==> src/rtl/ctrl_pkg.sv <==
// Shared encodings for the instruction sequencer: states, instruction classes,
// opcodes and program-counter control codes.
package ctrl_pkg;

   typedef logic [2:0] state_t;

   localparam state_t ST_IDLE   = 3'd0;
   localparam state_t ST_FETCH  = 3'd1;
   localparam state_t ST_DECODE = 3'd2;
   localparam state_t ST_EXEC   = 3'd3;
   localparam state_t ST_MEM    = 3'd4;
   localparam state_t ST_WB     = 3'd5;
   localparam state_t ST_HALT   = 3'd6;

   localparam logic [1:0] SM_MEM   = 2'b00;
   localparam logic [1:0] SM_ARITH = 2'b01;
   localparam logic [1:0] SM_LOGIC = 2'b10;
   localparam logic [1:0] SM_FLOW  = 2'b11;

   localparam logic [3:0] OP_LDI = 4'h0;
   localparam logic [3:0] OP_LDM = 4'h1;
   localparam logic [3:0] OP_STM = 4'h2;
   localparam logic [3:0] OP_CMP = 4'h0;
   localparam logic [3:0] OP_ADD = 4'h1;
   localparam logic [3:0] OP_SUB = 4'h2;
   localparam logic [3:0] OP_JMP = 4'h0;
   localparam logic [3:0] OP_JZ  = 4'h1;
   localparam logic [3:0] OP_JC  = 4'h2;
   localparam logic [3:0] OP_JN  = 4'h3;
   localparam logic [3:0] OP_HLT = 4'hF;

   localparam logic [1:0] PC_HOLD = 2'b00;
   localparam logic [1:0] PC_INC  = 2'b01;
   localparam logic [1:0] PC_LOAD = 2'b10;

   localparam int FLAG_Z = 0;
   localparam int FLAG_C = 1;
   localparam int FLAG_N = 2;

endpackage

==> src/rtl/ctrl_wait_timer.sv <==
// Memory-handshake wait counter; expired fires on the cycle whose un-acked
// tick would bring the count to MAX_CNT.
module ctrl_wait_timer #(
   parameter int MAX_CNT = 15,
   parameter int CNT_W   = $clog2(MAX_CNT + 1)
) (
   input  logic clk,
   input  logic rst_n,
   input  logic clr,
   input  logic tick,
   output logic expired
);

   logic [CNT_W-1:0] cnt;

   always_ff @(posedge clk or negedge rst_n) begin
      if (!rst_n) begin
         cnt <= '0;
      end else if (clr) begin
         cnt <= '0;
      end else if (tick) begin
         cnt <= cnt + CNT_W'(1);
      end
   end

   assign expired = tick && (cnt == CNT_W'(MAX_CNT - 1));

endmodule

==> src/rtl/ctrl_sequencer.sv <==
// Multi-cycle instruction sequencer: fetch/decode/execute/memory/write-back
// control with memory-handshake timeout and a terminal HALT state.
//
// state  | meaning
// IDLE   | waiting for run
// FETCH  | instruction read in flight, IR loads on mem_ack
// DECODE | pc increment
// EXEC   | ALU op / branch resolution / illegal detection
// MEM    | data read (ldm) or write (stm) in flight
// WB     | register file write
// HALT   | stopped until reset
import ctrl_pkg::*;

module ctrl_sequencer #(
   parameter int OP_W        = 4,
   parameter int SM_W        = 2,
   parameter int FLAG_W      = 3,
   parameter int MEM_TIMEOUT = 15
) (
   input  logic              clk,
   input  logic              rst_n,
   input  logic              run,
   input  logic [SM_W-1:0]   sm,
   input  logic [OP_W-1:0]   op,
   input  logic [FLAG_W-1:0] flag_alu,
   input  logic              mem_ack,
   output logic [1:0]        pc_ctr,
   output logic              mem_req,
   output logic              mem_we,
   output logic              reg_we,
   output logic              reg_dst,
   output logic [OP_W-1:0]   alu_ctr,
   output logic              alu_src,
   output logic              mem_to_reg,
   output logic              ir_load,
   output logic              halted,
   output logic              illegal,
   output logic              bus_err
);

   state_t            state, state_nxt;
   logic [SM_W-1:0]   sm_q;
   logic [OP_W-1:0]   op_q;
   logic [FLAG_W-1:0] flag_q;

   logic wait_st, tmr_clr, tmr_tick, tmr_expired;
   logic is_mem, is_arith, is_logic, is_flow;
   logic op_ldi, op_ldm, op_stm, op_cmp, op_addsub, op_jump, op_hlt;
   logic jump_taken, op_defined;

   assign is_mem   = (sm_q == SM_W'(SM_MEM));
   assign is_arith = (sm_q == SM_W'(SM_ARITH));
   assign is_logic = (sm_q == SM_W'(SM_LOGIC));
   assign is_flow  = (sm_q == SM_W'(SM_FLOW));

   assign op_ldi    = is_mem && (op_q == OP_W'(OP_LDI));
   assign op_ldm    = is_mem && (op_q == OP_W'(OP_LDM));
   assign op_stm    = is_mem && (op_q == OP_W'(OP_STM));
   assign op_cmp    = is_arith && (op_q == OP_W'(OP_CMP));
   assign op_addsub = is_arith && ((op_q == OP_W'(OP_ADD)) || (op_q == OP_W'(OP_SUB)));
   assign op_jump   = is_flow && ((op_q == OP_W'(OP_JMP)) || (op_q == OP_W'(OP_JZ)) ||
                                  (op_q == OP_W'(OP_JC))  || (op_q == OP_W'(OP_JN)));
   assign op_hlt    = is_flow && (op_q == OP_W'(OP_HLT));

   assign op_defined = op_ldi || op_ldm || op_stm || op_cmp || op_addsub ||
                       is_logic || op_jump || op_hlt;

   always_comb begin
      jump_taken = 1'b0;
      if (is_flow) begin
         if (op_q == OP_W'(OP_JMP))     jump_taken = 1'b1;
         else if (op_q == OP_W'(OP_JZ)) jump_taken = flag_q[FLAG_Z];
         else if (op_q == OP_W'(OP_JC)) jump_taken = flag_q[FLAG_C];
         else if (op_q == OP_W'(OP_JN)) jump_taken = flag_q[FLAG_N];
      end
   end

   // The counter only runs while a handshake is pending; an ack or any other
   // state holds it at zero, so every FETCH/MEM visit starts from a clean count.
   assign wait_st  = (state == ST_FETCH) || (state == ST_MEM);
   assign tmr_tick = wait_st && !mem_ack;
   assign tmr_clr  = !wait_st || mem_ack;

   ctrl_wait_timer #(.MAX_CNT(MEM_TIMEOUT)) u_wait_timer (
      .clk     (clk),
      .rst_n   (rst_n),
      .clr     (tmr_clr),
      .tick    (tmr_tick),
      .expired (tmr_expired)
   );

   always_comb begin
      state_nxt = state;
      case (state)
         ST_IDLE:   if (run) state_nxt = ST_FETCH;
         ST_FETCH: begin
            if (mem_ack)          state_nxt = ST_DECODE;
            else if (tmr_expired) state_nxt = ST_HALT;
         end
         ST_DECODE: state_nxt = ST_EXEC;
         ST_EXEC: begin
            if (op_ldm || op_stm)                        state_nxt = ST_MEM;
            else if (op_ldi || op_addsub || is_logic)    state_nxt = ST_WB;
            else if (op_hlt)                             state_nxt = ST_HALT;
            else                                         state_nxt = ST_FETCH;
         end
         ST_MEM: begin
            if (mem_ack)          state_nxt = op_ldm ? ST_WB : ST_FETCH;
            else if (tmr_expired) state_nxt = ST_HALT;
         end
         ST_WB:     state_nxt = ST_FETCH;
         ST_HALT:   state_nxt = ST_HALT;
         default:   state_nxt = ST_IDLE;
      endcase
   end

   always_ff @(posedge clk or negedge rst_n) begin
      if (!rst_n) state <= ST_IDLE;
      else        state <= state_nxt;
   end

   always_ff @(posedge clk or negedge rst_n) begin
      if (!rst_n) begin
         sm_q <= '0;
         op_q <= '0;
      end else if ((state == ST_FETCH) && mem_ack) begin
         sm_q <= sm;
         op_q <= op;
      end
   end

   always_ff @(posedge clk or negedge rst_n) begin
      if (!rst_n) begin
         flag_q <= '0;
      end else if ((state == ST_EXEC) && (is_arith || is_logic)) begin
         flag_q <= flag_alu;
      end
   end

   // ir_load and bus_err also look at mem_ack so the IR captures the word and
   // a late ack can still cancel the timeout in the same cycle.
   always_comb begin
      pc_ctr     = PC_HOLD;
      mem_req    = 1'b0;
      mem_we     = 1'b0;
      reg_we     = 1'b0;
      reg_dst    = 1'b0;
      alu_ctr    = '0;
      alu_src    = 1'b0;
      mem_to_reg = 1'b0;
      ir_load    = 1'b0;
      halted     = 1'b0;
      illegal    = 1'b0;
      bus_err    = 1'b0;
      case (state)
         ST_FETCH: begin
            mem_req = 1'b1;
            ir_load = mem_ack;
            bus_err = tmr_expired;
         end
         ST_DECODE: pc_ctr = PC_INC;
         ST_EXEC: begin
            alu_ctr = op_q;
            alu_src = is_arith || is_logic;
            pc_ctr  = jump_taken ? PC_LOAD : PC_HOLD;
            illegal = !op_defined;
         end
         ST_MEM: begin
            mem_req = 1'b1;
            mem_we  = op_stm;
            bus_err = tmr_expired;
         end
         ST_WB: begin
            reg_we     = 1'b1;
            mem_to_reg = op_ldm;
            reg_dst    = op_ldi;
         end
         ST_HALT: halted = 1'b1;
         default: ;
      endcase
   end

endmodule
==> config.mk <==
export PLATFORM = sky130hd
export DESIGN_NAME = ctrl_sequencer
export DESIGN_NICKNAME = d
export VERILOG_FILES = /design/src/rtl/ctrl_pkg.sv /design/src/rtl/ctrl_wait_timer.sv /design/src/rtl/ctrl_sequencer.sv
export SDC_FILE = /design/constraint.sdc
export NUM_CORES = 1
export LEC_CHECK = 0
export ABC_AREA = 1
export CORE_MARGIN = 2
export CORE_UTILIZATION = 53
export CTS_BUF_LIST = sky130_fd_sc_hd__clkbuf_8
export DETAILED_ROUTE_END_ITERATION = 7
export GPL_TIMING_DRIVEN = 1
export PLACE_DENSITY = 0.86
export SLEW_MARGIN = 20
export SYNTH_ARGS = -nofsm -noshare
export SYNTH_HDL_FRONTEND = slang
export SYNTH_SLANG_ARGS = --single-unit
==> constraint.sdc <==
create_clock -name clk -period 3.6 [get_ports clk]
set_clock_uncertainty 0.1 [all_clocks]
set_input_delay 0.54 -clock clk [delete_from_list [all_inputs] [get_ports clk]]
set_output_delay 0.54 -clock clk [all_outputs]
set_load 0.005 [all_outputs]
### After elaboration in Yosys (flattened, before gate mapping)

Cells that the tools add are included.

| storage, ports and cells | value |
|---|---|
| register bits after elaboration | 16 |
| latch bits | 0 |
| bits in read-only memories | 0 |
| output and inout port bits | 16 |
| input port bits | 13 |
| RAM bits | 0 |
| word-level logic and storage cells | 86 |
| memories | 0 |

| operators by class | value |
|---|---|
| multiplexer cells | 29 |
| bitwise gates (word level) | 0 |
| add/subtract/negate cells | 1 |
| div/mod/pow operators | 0 |
| magnitude comparators | 0 |
| reductions and logical operators | 36 |
| equal/unequal tests | 15 |
| multipliers | 0 |
| shift-type cells | 0 |

Operators with widths:

| cell | count |
|---|---|
| $mux 3 | 8 |
| $pmux 3 s7 | 1 |
| $logic_or 1x1->1 | 17 |
| $mux 1 | 15 |
| $mux 4 | 3 |
| $logic_and 1x1->1 | 11 |
| $eq 3x3->1 const B | 3 |
| $eq 4x2->1 const B | 2 |
| $eq 4x4->1 const B | 2 |
| $eq 3x2->1 const B | 2 |
| $add 4x1->4 const B | 1 |
| $eq 2x2->1 const B | 2 |
| $eq 4x1->1 const B | 1 |
| $logic_not 4->1 | 1 |
| $pmux 2 s2 | 1 |
| $eq 3x1->1 const B | 1 |
| $logic_not 1->1 | 3 |
| $logic_not 3->1 | 1 |
| $eq 2x1->1 const B | 1 |
| $logic_not 2->1 | 1 |
| $mux 2 | 1 |
| $ne 2x2->1 const B | 1 |
| $reduce_bool 2->1 | 1 |
| $reduce_or 2->1 | 1 |

### Logic depth before layout (Yosys ltp)

Gate-level depths: netlist of the first run.

| depth | value |
|---|---|
| depth in word-level cells | 11 |
| gate-level depth with buffers | 8 |
| mapped depth without buffers | 8 |

### Cells and area by module

From an unflattened synthesis of the first run, not the netlist that was laid out.

| unflattened totals | value |
|---|---|
| cells, all modules | 155 |
| area, all modules | 1,138.6 µm² |

By module, submodules not included:

| module | area an instance (µm²) | seq. area each (µm²) | instances | cells an instance |
|---|---|---|---|---|
| ctrl_sequencer | 917.1 | 300.3 | 1 | 128 |
| ctrl_wait_timer | 221.5 | 100.1 | 1 | 27 |

### Worst setup path after synthesis of the first run

OpenSTA, ideal clock, no wires.

| path | value |
|---|---|
| kind | register -> output |
| from | register sm_q[0] |
| to | output illegal |
| required time | 2,960 ps |
| arrival time | 1,095 ps |
| buffers on the path | 0 |
| stages on the path, launching flop included | 6 |
| slack | 1,865 ps |
| path through | dfrtp_1 > inv_1 > ha_1 > o221ai_1 > nand3_1 > nor3_1 |

| on the way | value |
|---|---|
| cells in the longest elaborated chain, start to end | 11 |
| elaborated cells on any way between the ends | 20 |
| those cells by class | eq/ne (3); mux (1); reduce/logical (16) |

Ends and longest elaborated chain:

| what | line | text |
|---|---|---|
| start: declaration | ctrl_sequencer.sv:42 | `logic [SM_W-1:0] sm_q;` |
| start signal: assignment | ctrl_sequencer.sv:127 | `sm_q <= sm;` |
| $logic_not 2->1 | ctrl_sequencer.sv:51 | `assign is_mem = (sm_q == SM_W'(SM_MEM));` |
| $logic_and 1x1->1 (on tied branches) | ctrl_sequencer.sv:56, ctrl_sequencer.sv:57 |  |
| $logic_or 1x1->1 (5 in a row) | ctrl_sequencer.sv:65 | `assign op_defined = op_ldi \|\| op_ldm \|\| op_stm \|\| op_cmp \|\| op_addsub \|\|` |
| $logic_or 1x1->1 | ctrl_sequencer.sv:66 | `is_logic \|\| op_jump \|\| op_hlt;` |
| $logic_or 1x1->1 * | ctrl_sequencer.sv:66 |  |
| $logic_not 1->1 * | ctrl_sequencer.sv:166 | `illegal = !op_defined;` |
| $mux 1 * | ctrl_sequencer.sv:155 | `case (state)` |
| end: declaration | ctrl_sequencer.sv:37 | `output logic illegal,` |

Mark *: on every way between the ends. The rest lies on a longest branch, timed or not.

### Final worst setup path of the first run

Ends and elaborated chain as after synthesis.

==> flow_summary_export.csv, run 1 <==
group,metric,value,unit
detailed_routing,first_pass_iters,4,
run_status,status,"finished clean",
sta,post_route_clock_period_utilization,72.93,%
detailed_routing,vias_per_cell,4.975,
setup_path,timing.critical_path.to_type,"output port",
place,place.gp.congestion,0.7929,
pwr,clockPowerShare,15.7,%
pwr,switching_share,43.13,%
clock_network,cts.clk_slew.worst_paths,0.06,ns
setup_path,critPathMaxFanout,6,
final_layout,layout.cells.non_filler,197,
detailed_routing,route.antenna.remaining_nets,0,
sta,fmax,0.3809,GHz
setup_path,crit_path_start,"sm_q[0]",
synth,synth.net_count,159,
sta,finalHoldViolations,0,
floorplan,boundaryPins,29,
hold_path,holdCritPathClass,"flop to flop",
pwr,worst_ir_drop_vdd,0.4824,mV
synth,mappedNetlistArea,1055,sq um
pwr,power_frac_seq,33.8,%
run,max_cap_viol_count,0,
final_layout,final_cell_mix,"30 x sky130_fd_sc_hd__nand2_1, 28 x sky130_fd_sc_hd__clkdlybuf4s50_1, 18 x sky130_fd_sc_hd__nor2_1",
floorplan,core_ar,1922,sq um
clock_network,worst_skew_pair.late_latency,0.25,ns
pwr,power.static_leakage,0.0006621,uW
setup_path,worst-endpoint-required,2.96,ns
setup_path,cp_cell_sequence,"inv_1 > ha_1 > o221ai_1 > nand3_1 > nor3_1 > clkdlybuf4s50_1",
setup_path,timing.critical_path.max_delay_family,"buffers and inverters",
synth,synthesized_area_per_cell,7.534,sq um
setup_path,critPathCapture,"illegal",
grt,antenna_violations_before_repair,0,
floorplan,die_width,48.61,um
setup_path,wp_depth,6,
synth,distinct_cells_synth,29,
clock_network,tritoncts_clock_tree,"built",
setup_path,timing.critical_path.slowest_cell_delay,0.53,ns
final_layout,post_route_cells_drive_above_1_share,15.88,%
sta,setup_viol,0,
setup_path,r2r_end,"state[2]",
sta,timing.final.crit_period,2.626,ns
setup_path,worstRegToRegCells,8,
final_layout,layout.cells.most_common,"sky130_fd_sc_hd__nand2_1",
synth,yosysWarningCount,0,
clock_network,postCtsSetupBuffers,0,
clock_network,clock-root-buffer,"sky130_fd_sc_hd__clkbuf_8",
clock_network,cts_hold_buffers,0,
pwr,cellInternalPower,573.3,uW
grt,grt_pass1_wl,3746,um
clock_network,post_cts_resized,0,
sta,timing.max_slew.rel_slack,54.30,%
synth,post_synth_inst_count,140,
hold_path,min_from,"u_wait_timer.cnt[0]",
pwr,switchingPower,434.8,uW
synth,postSynthRegisterBits,16,
clock_network,clock_tree.htree_level_count,1,
floorplan,die_h,48.61,um
pwr,power-per-cell-area,716.2,nW/um^2
detailed_routing,initialDrtViolationCount,14,
floorplan,die_area,2363,sq um
sta,grt_setup_unrepaired,"false",
setup_path,worst_ep_arrival_time,1.99,ns
setup_path,worst-setup-path-type,"flop to output port",
grt,first_global_vias,918,
clock_network,cts_inserted_buffers,3,
detailed_routing,wirelength,2126,um
clock_network,clockBufferDepth,2,
place,detailed_place_hpwl,1683,um
floorplan,site_row_count,16,
grt,maximum_number_of_pins_on_one_net_before_global_route_repair,17,
floorplan,floorplan.initialDensity,54.88,%
setup_path,startpoint_type,"flop",
detailed_routing,wire_per_inst,10.79,um
place,dpl.cell_count,193,
setup_path,standard_cell_with_the_maximum_stage_delay_on_the_critical_path,"sky130_fd_sc_hd__clkdlybuf4s50_1",
final_layout,number_of_nets_at_the_end_of_the_flow,190,
synth,ys_seq_area_share,37.96,%
final_layout,synthToLayoutAreaGrowth,33.45,%
sta,drv_slew,0,
place,port_buffers,28,
detailed_routing,drcViolationCount,0,
sta,pin_slew_with_the_least_headroom_to_its_limit,0.6833,ns
setup_path,regToRegSetupSlack,2.10,ns
pwr,power.share.combinational,50.5,%
clock_network,clock_sinks,16,
grt,grt.overflow.total,0,
detailed_routing,vias,980,
final_layout,diodes,0,
setup_path,critical_path.reg2reg.startpoint,"sm_q[0]",
setup_path,timing.critical_path.buf_inv,2,
grt,track_usage,19.75,%
sta,timing.setup.tns,0,ns
through the flow:
| step | utilization, % | hold slack (ns) | setup WS, ns | total power, uW | cell area, sq um |
|---|---|---|---|---|---|
| floorplan | - | 0.1444 | 1.865 | 695.7 | 1055 |
| global placement | 70.38 | 0.3669 | 1.016 | 836.3 | 1353 |
| detailed placement | 70.38 | 0.3779 | 1.009 | 854.3 | 1353 |
| finish | 73.24 | 0.3932 | 0.9745 | 1008 | 1408 |
| global route | 73.24 | 0.4225 | 0.8601 | 1103 | 1408 |
| CTS | 73.24 | 0.3941 | 0.9860 | 1014 | 1408 |
cells in the mapped netlist:
| master | number | area share (%) |
|---|---|---|
| sky130_fd_sc_hd__a21oi_1 | 2 | 0.95 |
| sky130_fd_sc_hd__a21oi_2 | 1 | 0.83 |
| sky130_fd_sc_hd__and2_1 | 1 | 0.59 |
| sky130_fd_sc_hd__and3_1 | 1 | 0.59 |
| sky130_fd_sc_hd__buf_2 | 1 | 0.47 |
| sky130_fd_sc_hd__buf_4 | 1 | 0.71 |
| sky130_fd_sc_hd__buf_6 | 1 | 1.1 |
| sky130_fd_sc_hd__dfrtp_1 | 16 | 38 |
| sky130_fd_sc_hd__ha_1 | 6 | 7.1 |
| sky130_fd_sc_hd__inv_1 | 11 | 3.9 |
| sky130_fd_sc_hd__inv_2 | 9 | 3.2 |
| sky130_fd_sc_hd__nand2_1 | 30 | 11 |
| sky130_fd_sc_hd__nand2_2 | 3 | 1.8 |
| sky130_fd_sc_hd__nand3_1 | 8 | 3.8 |
| sky130_fd_sc_hd__nand3_2 | 4 | 3.8 |
| sky130_fd_sc_hd__nand4_1 | 2 | 1.2 |
| sky130_fd_sc_hd__nor2_1 | 18 | 6.4 |
| sky130_fd_sc_hd__nor2_2 | 3 | 1.8 |
| sky130_fd_sc_hd__nor2_4 | 1 | 1.1 |
| sky130_fd_sc_hd__nor3_1 | 2 | 0.95 |
| sky130_fd_sc_hd__nor3_2 | 1 | 0.95 |
| sky130_fd_sc_hd__nor3b_1 | 1 | 0.71 |
| sky130_fd_sc_hd__nor4_1 | 1 | 0.59 |
| sky130_fd_sc_hd__o211ai_1 | 1 | 0.71 |
| sky130_fd_sc_hd__o21ai_0 | 3 | 1.4 |
| sky130_fd_sc_hd__o21ai_1 | 9 | 4.3 |
| sky130_fd_sc_hd__o221ai_1 | 1 | 0.83 |
| sky130_fd_sc_hd__xnor2_1 | 1 | 0.83 |
| sky130_fd_sc_hd__xor2_1 | 1 | 0.83 |
area by class of cell:
class	instances	area, sq um
Inverter	20	75.07
Sequential cell	16	400.4
Fill cell	149	514.2
Timing Repair Buffer	29	287.8
Multi-Input combinational cell	101	555.5
Clock buffer	4	55.05
Tap cell	27	33.78
flip-flops by register name (all words and copies together) (netlist names):
name / flops
u_wait_timer.cnt: 4
flag_q: 3
state: 3
op_q: 4
sm_q: 2
cells by family (layout without fill, tap and decap cells):
kind of cell               count (synthesis)  count (layout)  share of synthesized area [%]
and+or+nand+nor                           76              76                          34.88
buffers and inverters                     23              53                          9.371
AOI/OAI and AO/OA                         17              17                          9.015
DFF                                       16              16                          37.96
adders and majority gates                  6               6                          7.117
xor gates and xnor gates                   2               2                          1.661
power groups by stage:
| stage | Combinational [uW] | Clock (uW) | Sequential [uW] |
|---|---|---|---|
| after detailed placement | 509 | 0 | 345 |
| after global placement | 496 | 0 | 341 |
| after global routing | 579 | 170 | 354 |
| final | 509 | 158 | 341 |
| after CTS | 514 | 159 | 341 |
| after floorplan | 387 | 0 | 309 |
routing by layer:
| layer | vias up | wire length [um] | part of all wire (%) | global-route usage (%) |
|---|---|---|---|---|
| met5 | - | 0 | 0 | 0 |
| met4 | 0 | 19 | 0.89 | 5.714 |
| met3 | 2 | 84 | 4.0 | 2.469 |
| met2 | 23 | 1122 | 53 | 38.81 |
| met1 | 445 | 899 | 42 | 21.82 |
| li1 | 510 | - | - | - |
worst min-delay path by stage:
stage / to / slack (ns) / depth (start not counted)
after floorplan: flag_q[0] / 0.14 / 0
after global placement: u_wait_timer.cnt[0] / 0.37 / 1
after detailed placement: flag_q[0] / 0.38 / 2
after CTS: flag_q[0] / 0.39 / 2
after global routing: u_wait_timer.cnt[0] / 0.42 / 1
final: u_wait_timer.cnt[0] / 0.39 / 1
No activity file was read; power rests on OpenSTA's default activity.
==> inputs of run 2 (changes only) <==
--- a/config.mk
+++ b/config.mk
@@ -7,11 +7,11 @@
 export LEC_CHECK = 0
 export ABC_AREA = 1
 export CORE_MARGIN = 2
-export CORE_UTILIZATION = 53
+export CORE_UTILIZATION = 49
 export CTS_BUF_LIST = sky130_fd_sc_hd__clkbuf_8
 export DETAILED_ROUTE_END_ITERATION = 7
 export GPL_TIMING_DRIVEN = 1
-export PLACE_DENSITY = 0.86
+export PLACE_DENSITY = 0.8
 export SLEW_MARGIN = 20
 export SYNTH_ARGS = -nofsm -noshare
 export SYNTH_HDL_FRONTEND = slang
==> constraint.sdc (replaced) <==
create_clock -name clk -period 2.65 [get_ports clk]
set_clock_uncertainty 0.1 [all_clocks]
set_input_delay 0.3975 -clock clk [delete_from_list [all_inputs] [get_ports clk]]
set_output_delay 0.3975 -clock clk [all_outputs]
set_load 0.005 [all_outputs]
==> run 2 against run 1 <==
Net effect:
- sequential share of layout area unchanged
- design area unchanged
- setup slack worse by 0.81 ns
- register-to-register slack worse by 0.95 ns
- clock-buffer cell count unchanged
- power up 37%
- critical path depth unchanged
- critical endpoint unchanged
==> flow_summary_export.csv, run 2 (synthesis results as in run 1) <==
group,metric,value,unit
grt,antenna_violations_before_repair,0,
final_layout,post_route_cells_drive_above_1_share,15.88,%
pwr,power.static_leakage,0.0006621,uW
final_layout,total_area_of_sequential_cells,400.4,sq um
floorplan,core_ar,2002,sq um
setup_path,regToRegSetupSlack,1.15,ns
setup_path,timing.critical_path.slowest_cell_delay,0.55,ns
detailed_routing,vias_per_cell,5.041,
sta,drv_slew,0,
sta,fmax,0.4028,GHz
sta,pin_slew_with_the_least_headroom_to_its_limit,0.7138,ns
place,detailed_place_hpwl,1790,um
clock_network,clock_sinks,16,
place,place.gp.congestion,0.8376,
final_layout,synthToLayoutAreaGrowth,33.45,%
floorplan,die_h,50.40,um
hold_path,holdCritPathClass,"flop to flop",
setup_path,worst-endpoint-required,2.15,ns
detailed_routing,route.antenna.remaining_nets,0,
run_status,status,"finished clean",
detailed_routing,vias,993,
setup_path,standard_cell_with_the_maximum_stage_delay_on_the_critical_path,"sky130_fd_sc_hd__clkdlybuf4s50_1",
grt,grt_pass1_wl,4071,um
grt,maximum_number_of_pins_on_one_net_before_global_route_repair,17,
floorplan,floorplan.initialDensity,52.69,%
clock_network,clock_tree.htree_level_count,1,
final_layout,final_cell_mix,"30 x sky130_fd_sc_hd__nand2_1, 28 x sky130_fd_sc_hd__clkdlybuf4s50_1, 18 x sky130_fd_sc_hd__nor2_1",
sta,holdWs,0.3815,ns
detailed_routing,initialDrtViolationCount,22,
clock_network,cts_inserted_buffers,3,
clock_network,clockBufferDepth,2,
detailed_routing,wirelength,2260,um
clock_network,postCtsSetupBuffers,0,
grt,first_global_vias,1013,
sta,timing.final.crit_period,2.483,ns
clock_network,tritoncts_clock_tree,"built",
setup_path,worstRegToRegCells,8,
setup_path,r2r_end,"state[2]",
setup_path,worst-setup-path-type,"flop to output port",
setup_path,cp_cell_sequence,"inv_1 > ha_1 > o221ai_1 > nand3_1 > nor3_1 > clkdlybuf4s50_1",
detailed_routing,wire_per_inst,11.47,um
final_layout,layout.cells.most_common,"sky130_fd_sc_hd__nand2_1",
sta,setup_viol,0,
clock_network,cts.clk_slew.worst_paths,0.06,ns
floorplan,die_area,2540,sq um
setup_path,critPathCapture,"illegal",
setup_path,startpoint_type,"flop",
sta,timing.setup.tns,0,ns
grt,track_usage,21.51,%
final_layout,diodes,0,
setup_path,worst_ep_arrival_time,1.99,ns
grt,grt.overflow.total,0,
setup_path,crit_path_start,"sm_q[0]",
clock_network,worst_skew_pair.late_latency,0.26,ns
sta,grt_setup_unrepaired,"false",
sta,finalHoldViolations,0,
final_layout,filler_cells,172,
sta,post_route_clock_period_utilization,93.70,%
detailed_routing,first_pass_iters,4,
pwr,power-per-cell-area,979.3,nW/um^2
run,max_cap_viol_count,0,
floorplan,die_width,50.40,um
detailed_routing,drcViolationCount,0,
place,port_buffers,28,
final_layout,multiInputGateArea,555.5,sq um
setup_path,timing.critical_path.to_type,"output port",
final_layout,top_regs,"op_q (4), u_wait_timer.cnt (4)",
setup_path,critical_path.reg2reg.startpoint,"sm_q[0]",
floorplan,boundaryPins,29,
floorplan,site_row_count,16,
sta,timing.max_slew.rel_slack,52.26,%
pwr,worst_ir_drop_vdd,0.5932,mV
final_layout,number_of_nets_at_the_end_of_the_flow,190,
clock_network,cts_hold_buffers,0,
clock_network,post_cts_resized,0,
clock_network,clock-root-buffer,"sky130_fd_sc_hd__clkbuf_8",
setup_path,critPathMaxFanout,6,
-- run 2: cell counts in the layout (fill, tap and decap cells not counted) --
Identical to the previous run, type by type.
-- run 2: worst min-delay path by stage --
stage          cells past startpoint  slack (ns)                 from                  end
3_3_place_gp                       1        0.37  u_wait_timer.cnt[0]  u_wait_timer.cnt[0]
4_1_cts                            2        0.39            flag_q[2]            flag_q[2]
5_1_grt                            2        0.41            flag_q[2]            flag_q[2]
3_5_place_dp                       2        0.37            flag_q[2]            flag_q[2]
2_1_floorplan                      0       0.002                rst_n            flag_q[0]
6_report                           2        0.38            flag_q[2]            flag_q[2]
-- run 2: area by class of cell --
cell class	instances	share of cell area, %
Clock buffer	4	3.911
Inverter	20	5.333
Multi-Input combinational cell	101	39.47
Sequential cell	16	28.44
Tap cell	27	2.400
Timing Repair Buffer	29	20.44
-- run 2: layer usage --
layer | GRT usage [%] | routed length, um | vias to the layer above
li1 | - | - | 511
met5 | 0 | 0 | -
met3 | 3.571 | 121 | 5
met4 | 11.26 | 50 | 0
met1 | 24.81 | 965 | 449
met2 | 37.94 | 1123 | 28
-- run 2: stage by stage --
stage	cell area [sq um]	std cells	utilization (%)	worst slack (ns)	power, uW
global route	1408	197	70.31	0.02718	1517
floorplan	1055	140	-	1.057	945.1
CTS	1408	197	70.31	0.1663	1391
finish	1408	197	70.31	0.1671	1378
detailed placement	1353	193	67.56	0.4622	1161
global placement	1353	193	67.56	0.4642	1144
-- run 2: where the power goes --
group	switching [uW]	internal, uW
Combinational	391	303
Sequential	118	344
Clock	89.4	132
-- run 2: critical path, delay by kind of cell, from the launching register on --
kind / cells / cell delay, ns
simple gates: 2 / 0.24
buf+inv: 2 / 0.64
flops: 1 / 0.38
fa+ha+maj: 1 / 0.27
compound gates: 1 / 0.20
